**src/rtl/alu_pkg.sv**
```systemverilog
// Shared constants and state encoding for the ALU opcode sweep controller.
package alu_pkg;

   localparam int unsigned WIDTH   = 8;
   localparam int unsigned SEL_W   = 3;
   localparam int unsigned NUM_OPS = 1 << SEL_W;

   typedef enum logic [1:0] {
      IDLE = 2'd0,
      WAIT = 2'd1,
      DONE = 2'd2
   } sweep_state_t;

endpackage

```
**src/rtl/alu_result_buf.sv**
```systemverilog
// Per-opcode result register file: one write port, one registered read port.
module alu_result_buf
   import alu_pkg::*;
(
   input  logic             clk,
   input  logic             rst,
   input  logic             we,
   input  logic [SEL_W-1:0] waddr,
   input  logic [WIDTH-1:0] wdata,
   input  logic [SEL_W-1:0] raddr,
   output logic [WIDTH-1:0] rdata
);

   logic [WIDTH-1:0] mem [NUM_OPS];

   // Read samples the pre-write contents, so a same-cycle write returns the old value.
   always_ff @(posedge clk) begin
      if (rst) begin
         for (int i = 0; i < int'(NUM_OPS); i++) begin
            mem[i] <= '0;
         end
         rdata <= '0;
      end else begin
         rdata <= mem[raddr];
         if (we) begin
            mem[waddr] <= wdata;
         end
      end
   end

endmodule

```
**src/rtl/alu_sweep_ctrl.sv**
```systemverilog
// Self-test initiator: latches two operands, steps the ALU opcode through every
// value, waits SETTLE cycles per opcode and captures the result into a buffer.
module alu_sweep_ctrl
   import alu_pkg::*;
#(
   parameter int unsigned SETTLE = 1
) (
   input  logic             clk,
   input  logic             rst,
   input  logic             start,
   input  logic [WIDTH-1:0] a_in,
   input  logic [WIDTH-1:0] b_in,
   output logic             busy,
   output logic             done,
   output logic             results_valid,
   output logic [WIDTH-1:0] alu_a,
   output logic [WIDTH-1:0] alu_b,
   output logic [SEL_W-1:0] alu_s,
   input  logic [WIDTH-1:0] alu_r,
   input  logic [SEL_W-1:0] rd_addr,
   output logic [WIDTH-1:0] rd_data
);

   localparam int unsigned CNT_W       = 4;
   localparam logic [CNT_W-1:0] SETTLE_LAST = CNT_W'(SETTLE - 1);
   localparam logic [SEL_W-1:0] SEL_LAST    = SEL_W'(NUM_OPS - 1);

   sweep_state_t     state, stateNext;
   logic [SEL_W-1:0] sel, selNext;
   logic [CNT_W-1:0] cnt, cntNext;
   logic             busyNext, doneNext, validNext;
   logic [WIDTH-1:0] aNext, bNext;
   logic [SEL_W-1:0] sNext;
   logic             bufWe;

   // State and registered ALU drive.
   always_ff @(posedge clk) begin
      if (rst) begin
         state         <= IDLE;
         sel           <= '0;
         cnt           <= '0;
         busy          <= 1'b0;
         done          <= 1'b0;
         results_valid <= 1'b0;
         alu_a         <= '0;
         alu_b         <= '0;
         alu_s         <= '0;
      end else begin
         state         <= stateNext;
         sel           <= selNext;
         cnt           <= cntNext;
         busy          <= busyNext;
         done          <= doneNext;
         results_valid <= validNext;
         alu_a         <= aNext;
         alu_b         <= bNext;
         alu_s         <= sNext;
      end
   end

   // Next-state and next-output decode; outputs are computed one edge ahead.
   always_comb begin
      stateNext = state;
      selNext   = sel;
      cntNext   = cnt;
      busyNext  = busy;
      doneNext  = 1'b0;
      validNext = results_valid;
      aNext     = alu_a;
      bNext     = alu_b;
      sNext     = alu_s;
      bufWe     = 1'b0;

      unique case (state)
         IDLE: begin
            busyNext = 1'b0;
            sNext    = '0;
            if (start) begin
               stateNext = WAIT;
               aNext     = a_in;
               bNext     = b_in;
               selNext   = '0;
               cntNext   = '0;
               validNext = 1'b0;
               busyNext  = 1'b1;
            end
         end
         WAIT: begin
            if (cnt == SETTLE_LAST) begin
               bufWe   = 1'b1;
               cntNext = '0;
               if (sel == SEL_LAST) begin
                  stateNext = DONE;
                  doneNext  = 1'b1;
                  sNext     = '0;
               end else begin
                  selNext = sel + 1'b1;
                  sNext   = sel + 1'b1;
               end
            end else begin
               cntNext = cnt + 1'b1;
            end
         end
         DONE: begin
            stateNext = IDLE;
            busyNext  = 1'b0;
            validNext = 1'b1;
         end
         default: begin
            stateNext = IDLE;
            busyNext  = 1'b0;
            sNext     = '0;
         end
      endcase
   end

   alu_result_buf u_buf (
      .clk   (clk),
      .rst   (rst),
      .we    (bufWe),
      .waddr (sel),
      .wdata (alu_r),
      .raddr (rd_addr),
      .rdata (rd_data)
   );

endmodule

```
**config.mk**
```make
export PLATFORM = sky130hd
export DESIGN_NAME = alu_sweep_ctrl
export DESIGN_NICKNAME = d
export VERILOG_FILES = /design/src/rtl/alu_pkg.sv /design/src/rtl/alu_result_buf.sv /design/src/rtl/alu_sweep_ctrl.sv
export SDC_FILE = /design/constraint.sdc
export NUM_CORES = 1
export LEC_CHECK = 0
export CORE_AREA = 2 2 96 121
export DETAILED_ROUTE_END_ITERATION = 16
export DIE_AREA = 0 0 98 123
export PLACE_DENSITY = 0.64
export SLEW_MARGIN = 40
export SYNTH_ARGS = -nofsm -noshare
export SYNTH_HDL_FRONTEND = slang
export SYNTH_SLANG_ARGS = --single-unit
```
**constraint.sdc**
```tcl
create_clock -name clk -period 2.75 [get_ports clk]
set_clock_uncertainty 0.1 [all_clocks]
set_input_delay 0.55 -clock clk [delete_from_list [all_inputs] [get_ports clk]]
set_output_delay 0.55 -clock clk [all_outputs]
set_load 0.02 [all_outputs]
```
# Yosys cells after proc, flatten, opt, wreduce, memory -nomap -nowiden
# Memory sizes are Yosys's and may differ from the RTL's. A register that Yosys moved wholly into a read port is not among the register bits.
# Cells that the tools add are included.
# word_totals
register_bits	31
mem_bits_rw	64
inputBits	30
output_inout_bits	30
wordCells	63
memories	1
# memory_table
name	words	word_bits	read_ports	rd_clocked_by_memory_dff	write_ports	line	source
u_buf.mem	8	8	1	1	8	alu_result_buf.sv:14	logic [WIDTH-1:0] mem [NUM_OPS];
# op_classes
addsub	2
n_eq_ne	7
n_mux	29
n_bitwise	3
n_reduce_logical	12
# ops
cell	n
$mux 3	6
$pmux 3 s2	2
$mux 1	11
$mux 4	2
$mux 8	1
$ne 2x2->1 const B	4
$pmux 4 s2	1
$reduce_and 2->1	4
$reduce_or 8->1	1
$mux 2	3
$add 4x1->4 const B	1
$logic_not 4->1	1
$pmux 1 s2	2
$pmux 2 s2	1
$reduce_and 4->1	1
$reduce_bool 2->1	2
$add 3x1->3 const B	1
$eq 3x3->1 const B	1
$not 1->1	3
$reduce_and 3->1	1
$reduce_or 3->1	1
$eq 2x1->1 const B	1
$eq 2x2->1 const B	1
$logic_not 2->1	1

# Depth between registers and ports, before layout
# Gate-level depths: netlist of the first run.
# depth
ltp_word	8
mapped_depth	8
depth_no_buf	6

# Modules after synthesis
# Synthesis of the first run repeated with hierarchy kept, for this count alone.
# hier_totals
hier_cells	344
hier_area_um2	4413.0
# modules_own_cells
module	n_inst	cells_each	area_per_inst_um2	seq_area_each_um2
alu_result_buf	1	195	3158.0	2082.0
alu_sweep_ctrl	1	149	1255.0	620.6

# Worst setup path before layout of the first run
# No wires, ideal clock.
# synth_timing
path_type	reg-to-reg
startpoint	register cnt[0]
endpoint	memory u_buf.mem[4][0] (enable)
setup_ns	0.375
arrival_ns	2.086
required_time_ns	2.275
slack_ns	0.189
stages_incl_launch_ff	8
n_path_buf	1
period_less_slack_ns	2.561
cell_sequence	dfxtp_1 inv_1 ha_1 or3b_1 buf_6 nor3_4 nand3b_4 o21bai_1
# synth_rtl
element	line	source
start: declaration	alu_sweep_ctrl.sv:30	logic [CNT_W-1:0] cnt, cntNext;
start signal: assignment	alu_sweep_ctrl.sv:51	cnt <= cntNext;
end: declaration	alu_result_buf.sv:14	

==> flow_summary_export.csv, run 1 <==
group,metric,value,unit
status,run_status,"finished, final reports clean",
global_routing,antenna_found_initial,0,
global_routing,grt_pass1_wl,15070,µm
sta,rsz0062_at_grt,"no",
sta,relSlewSlack,46.20,%
layout,drive_gt1_share,12.24,%
place,routabilityCongestion,0.8305,
floorplan,dieArea,12050,µm²
power,p_leak,1.994,nW
detailed_routing,postRouteAntennaNets,0,
yosys,synthesis.area,4285,µm²
yosys,yosysSeqAreaShare,63.07,%
clock_tree,clock-root-buffer,"clkbuf_16",
setup_path,cp.required,2.62,ns
detailed_routing,first_iter_violations,148,
power,p_sw,0.7519,mW
clock_tree,cts_max_path_buffers,2,
power,p_clk_share,39.7,%
setup_path,start_kind,"register",
clock_tree,cts_buffers,9,
sta,fin_crit,2.601,ns
power,ir_worst_vdd,0.3417,mV
setup_path,r2r_setup_slack,0.15,ns
layout,fin_area,5394,µm²
floorplan,die_w,98,µm
floorplan,die_h,123,µm
floorplan,core_area,10920,µm²
yosys,synth_top_area_share,44.85,%
setup_path,slowest_delay,0.66,ns
setup_path,crit_chain,"inv_1 -> ha_1 -> or3b_1 -> nor3_4 -> buf_12 -> nand3b_4 -> o21bai_1",
yosys,syn_nets,391,
layout,areaGrowthSynthToFinish,25.87,%
power,power_switching_share,21.70,%
sta,fin_crit_sh,94.57,%
power,p_int,2.713,mW
clock_tree,post-cts-setup-buffers,0,
detailed_routing,wl_per_cell,16.81,µm
detailed_routing,vias,2828,
power,combPwrFrac,10.2,%
sta,setup_viol,0,
floorplan,initial_core_util,39.24,%
worst_hold_path,hold_start,"alu_a[0]",
clock_tree,cts_hold_buf,0,
worst_hold_path,worstHoldEndpoint,"alu_a[0]",
yosys,netlist_top_cells_area,"edfxtp_1, dfxtp_1, mux4_2",
power,power_density,642.3,nW/µm²
setup_path,cp_max_fo,8,
setup_path,worstRegToRegCells,7,
setup_path,critical_path.top_delay_family,"simple AND/OR/NAND/NOR gates",
global_routing,gr-usage-all-layers,16.48,%
sta,tightest_slew,0.8053,ns
floorplan,rows,43,
detailed_routing,drc,0,
yosys,ys_types,34,
setup_path,crit_slowest_cell,"o21bai_1",
global_routing,grt_pass1_vias,2817,
sta,fmax,0.3845,GHz
sta,slew_viol_final,0,
sta,finalHoldViolCount,0,
worst_hold_path,hold_depth,2,
clock_tree,clk_pin_slew,0.06,ns
global_routing,grt_max_degree,45,
clock_tree,insertion_delay,0.35,ns
detailed_routing,totalWireLength,9415,µm
place,placed_area,5059,µm²
place,port_buffers,59,
global_routing,grt_overflow,0,
setup_path,r2r_end,"u_buf.mem[1][2]",
yosys,yosys.area.top_type,"edfxtp_1",
yosys,syn_area_per_cell,12.00,µm²
setup_path,worst-path-buf-inv,2,
place,dpl.hpwl,6951,µm
setup_path,r2r_start,"cnt[0]",
setup_path,cp.arrival,2.47,ns
clock_tree,cts_tree,"yes",
setup_path,crit_type,"register to register",
worst_hold_path,hp-class,"register to register",
layout,n_antenna_cell,0,
yosys,ys_warn_count,0,
floorplan,ios,60,
sta,setup_slack,0.1494,ns
yosys,syn_inst,357,
clock_tree,htree_levels,3,
sta,setup_tns,0,ns
job,drv_cap,0,
power,seqPwrFrac,50.2,%
layout,n_fill_cell,972,
detailed_routing,viasPerCell,5.050,
layout,fin_nets,454,
detailed_routing,drtPass1Iterations,4,
clock_tree,cts.repair.resized,0,
clock_tree,clock-sinks,103,
yosys,synth-seq-cells,103,
place,place_ws,0.008265,ns
setup_path,cp-end-kind,"register",
registers in the layout, summed over array words and instances (netlist names), 2 cells and up:
register	flops
alu_a	8
cnt	4
state	2
sel	3
u_buf.mem	64
alu_b	8
u_buf.rdata	8
alu_s	3
cells in the final DEF, fill, tap and decap left out, types with 2 or more instances in the layout:
| cell | netlist | final |
|---|---|---|
| buf_4 | 0 | 11 |
| clkbuf_1 | 11 | 2 |
| a22o_1 | 2 | 2 |
| nand2b_1 | 3 | 3 |
| o21bai_1 | 9 | 8 |
| a21oi_1 | 25 | 25 |
| a31oi_1 | 2 | 2 |
| nor2_1 | 82 | 82 |
| inv_1 | 5 | 5 |
| buf_12 | 0 | 2 |
| mux4_2 | 16 | 16 |
| nand3b_1 | 2 | 2 |
| nor2b_1 | 3 | 3 |
| nand2_1 | 52 | 52 |
| ha_1 | 4 | 4 |
| nand3b_4 | 2 | 2 |
| clkdlybuf4s50_1 | 0 | 59 |
| o21ai_0 | 5 | 5 |
| dfxtp_1 | 39 | 39 |
| and2_2 | 2 | 2 |
| clkbuf_16 | 0 | 11 |
| mux2i_1 | 8 | 8 |
| edfxtp_1 | 64 | 64 |
cells by family (layout without fill, tap and decap cells):
family          count (synthesis)  count (layout)  share of synthesized area, %
simple gates                  155             155                         16.20
mux                            24              24                         10.28
buf+inv                        25              93                         2.978
compound gates                 46              46                         6.307
flops                         103             103                         63.07
fa+ha+maj                       4               4                         1.168
cells in the mapped netlist (all sizes together):
cell / instances
a211oi: 1
a21o: 1
a21oi: 25
a22o: 2
a22oi: 1
a31oi: 2
and2: 3
buf: 9
clkbuf: 11
dfxtp: 39
edfxtp: 64
ha: 4
inv: 5
mux2i: 8
mux4: 16
nand2: 53
nand2b: 3
nand3: 2
nand3b: 4
nand4: 1
nor2: 82
nor2b: 3
nor3: 1
o21ai: 5
o21bai: 9
or2: 1
or3: 1
or3b: 1
layout make-up:
class | instances | area [µm²] | share of cell area, %
clock inverter | 2 | 35.03 | 0.6495
sequential | 103 | 2703 | 50.10
timing repair buffer | 72 | 713.2 | 13.22
multi-input combinational | 229 | 1459 | 27.05
clock buffer | 14 | 296.5 | 5.498
inverter | 5 | 18.77 | 0.3479
tap | 135 | 168.9 | 3.132
power by group through the flow:
stage | Combinational (mW) | Clock, mW | Sequential, mW
after floorplan | 0.166 | 0 | 1.80
after global placement | 0.351 | 0 | 1.77
after detailed placement | 0.354 | 0 | 1.77
after CTS | 0.355 | 1.40 | 1.74
after global routing | 0.381 | 1.46 | 1.75
final | 0.352 | 1.37 | 1.74
through the flow:
| stage | hold WS [ns] | instances | power, mW | utilization (%) |
|---|---|---|---|---|
| floorplan | 0.3629 | 357 | 1.961 | - |
| global route | 0.3790 | 560 | 3.589 | 49.39 |
| finish | 0.3521 | 560 | 3.465 | 49.39 |
| detailed placement | 0.3491 | 544 | 2.128 | 46.32 |
| global placement | 0.3415 | 544 | 2.123 | 46.32 |
| CTS | 0.3568 | 560 | 3.497 | 49.35 |
layer usage:
layer | part of all wire (%) | routed length, µm | track usage, % | vias to the layer above
li1 | - | - | - | 1376
met1 | 42 | 3941 | 20.60 | 1349
met2 | 50 | 4742 | 27.74 | 93
met3 | 6.2 | 587 | 4.862 | 10
met4 | 1.5 | 143 | 5.208 | 0
met5 | 0 | 0 | 0 | -
tightest hold or removal path, cell delays in order (launching register included):
cell and delay, ns:
dfxtp_1 0.31, nand2_1 0.05, a21oi_1 0.05
worst max path at each step:
| stage | startpoint | endpoint | slack, ns | cells past startpoint |
|---|---|---|---|---|
| after detailed placement | rst | u_buf.mem[5][3] | 0.008 | 5 |
| after global placement | rst | u_buf.mem[5][2] | 0.04 | 5 |
| final | cnt[0] | u_buf.mem[1][2] | 0.15 | 7 |
| after floorplan | cnt[0] | u_buf.mem[4][0] | 0.19 | 7 |
| after CTS | cnt[0] | u_buf.mem[5][3] | 0.08 | 7 |
| after global routing | cnt[0] | u_buf.mem[4][3] | 0.02 | 7 |
No activity file was read; power rests on OpenSTA's default activity.
==> run 2: changes to the inputs <==
==> constraint.sdc (replaced) <==
create_clock -name clk -period 2.11 [get_ports clk]
set_clock_uncertainty 0.1 [all_clocks]
set_input_delay 0.422 -clock clk [delete_from_list [all_inputs] [get_ports clk]]
set_output_delay 0.422 -clock clk [all_outputs]
set_load 0.02 [all_outputs]
==> run 2 against run 1 <==
Compared with the run above:
- clock power rose by 33%
- total power increased by 32%
- global-route usage is 0.30 points higher
- combinational power grew 38%
- final cell count grew 1.4%
- utilization rose by 1.5 points
- routed wire length rose by 1.7%
- worst setup slack got worse by 0.12 ns
- worst hold slack improved by 0.0028 ns
- first-iteration DRC count is 4.1% higher
- non-clock buffer count increased by 8
- maximum frequency rose by 25%
==> flow_summary_export.csv, run 2 (synthesized netlist as in run 1, its figures left out) <==
group,metric,value,unit
detailed_routing,wl_per_cell,16.85,µm
status,run_status,"finished, final reports clean",
global_routing,busiest_layer,"met2",
layout,top_register,"u_buf.mem",
clock_tree,cts_max_path_buffers,2,
detailed_routing,viasPerCell,5.079,
floorplan,dieArea,12050,µm²
sta,fmax,0.4810,GHz
layout,fin_nets,462,
clock_tree,cts_tree,"yes",
sta,whs,0.3550,ns
power,totalPowerFinal,4.569,mW
sta,relSlewSlack,57.09,%
floorplan,initial_core_util,39.24,%
sta,tightest_slew,0.6429,ns
global_routing,grt_use_met2,30.86,%
floorplan,die_h,123,µm
power,power_density,822.5,nW/µm²
setup_path,cp.required,2.04,ns
detailed_routing,postRouteAntennaNets,0,
global_routing,grtUsageMet1,19.82,%
setup_path,cp_max_fo,8,
power,ir_worst_vdd,0.4073,mV
place,place_ws,-0.08684,ns
setup_path,cp.arrival,2.00,ns
layout,areaGrowthSynthToFinish,29.64,%
layout,fin_area,5555,µm²
detailed_routing,first_iter_violations,154,
layout,final_cell_mix,"nor2_1, edfxtp_1, clkdlybuf4s50_1",
layout,utilization,50.86,%
layout,final_common_cell,"nor2_1",
clock_tree,clock-sinks,103,
floorplan,ios,60,
place,port_buffers,59,
layout,largest_register_ffs,64,
global_routing,gr-usage-all-layers,16.78,%
sta,fin_crit,2.079,ns
clock_tree,cts_buffers,9,
setup_path,crit_type,"register to register",
place,dp_cells,551,
floorplan,rows,43,
sta,finalHoldViolCount,0,
setup_path,start_kind,"register",
job,drv_cap,0,
power,p_leak,2.059,nW
clock_tree,insertion_delay,0.35,ns
global_routing,grt_pass1_wl,15200,µm
worst_hold_path,hp-class,"register to register",
layout,n_antenna_cell,0,
sta,slew_viol_final,0,
global_routing,met3_usage,3.335,%
layout,finalNonFillerCells,568,
detailed_routing,vias,2885,
detailed_routing,totalWireLength,9573,µm
clock_tree,clk_pin_slew,0.07,ns
global_routing,antenna_found_initial,0,
sta,setup_viol,0,
layout,drive_gt1_share,16.63,%
floorplan,die_w,98,µm
detailed_routing,drtPass1Iterations,4,
global_routing,grt_pass1_vias,2855,
floorplan,core_area,10920,µm²
global_routing,grt_max_degree,28,
global_routing,grt_overflow,0,
detailed_routing,drc,0,
clock_tree,htree_levels,3,
setup_path,cp-end-kind,"register",
place,dpl.hpwl,7319,µm
sta,rsz0062_at_grt,"yes",
place,placed_area,5202,µm²
sta,setup_tns,0,ns
clock_tree,clock-root-buffer,"clkbuf_16",
sta,fin_crit_sh,98.52,%
place,routabilityCongestion,0.7753,
sta,setup_slack,0.03121,ns
run 2: cell types whose count changed in the layout (fill, tap and decap cells not counted), moves of 2 or more:
cell / delta
clkinv_4: +2
clkbuf_16: -2
o21bai_1: -7
o21bai_4: +8
clkbuf_1: -2
buf_4: +7
run 2: cell type report:
cell class / instances / area, µm²
clock buffers: 9 / 225.2
clock inverters: 7 / 105.1
fillers: 952 / 5366
inverters: 5 / 18.77
multi-input cells: 229 / 1548
flip-flops and latches: 103 / 2704
well taps: 135 / 168.9
repair buffers: 80 / 785.8
run 2: repair_timing:
| item | 4_1_cts | 5_1_grt |
|---|---|---|
| buffers inserted | 0 | 1 |
| pin swaps | 3 | 2 |
| resized for setup | 1 | 0 |
| hold buffers | 0 | 0 |
| gates cloned | 0 | 0 |
| endpoints found under the setup margin | 56 | 64 |
run 2: power breakdown:
part	total (mW)	internal, mW	switching (mW)
clock network	1.82	1.06	0.760
logic	0.486	0.236	0.251
registers	2.27	2.22	0.0423
total	4.57	3.52	1.05
run 2: path summary, 6_finish.rpt:
| check | start | to | slack [ns] | depth (start not counted) |
|---|---|---|---|---|
| max | cnt[0] | u_buf.mem[1][6] | 0.03 | 7 |
| max reg2reg | cnt[0] | u_buf.mem[1][6] | 0.03 | 7 |
| min | alu_b[1] | alu_b[1] | 0.35 | 2 |
| min reg2reg | alu_b[1] | alu_b[1] | 0.35 | 2 |
run 2: layer usage:
metal / up-vias / wire [µm]
met3: 4 / 409
met2: 80 / 5206
met5: - / 0
li1: 1392 / -
met4: 0 / 54
met1: 1409 / 3903
run 2: worst max-delay path, cell delays in order, from the launching register on:
cell	delay, ns
dfxtp_2	0.32
inv_2	0.06
ha_1	0.13
or3b_4	0.39
nor3_4	0.18
buf_4	0.16
nand3b_4	0.13
o21bai_4	0.29
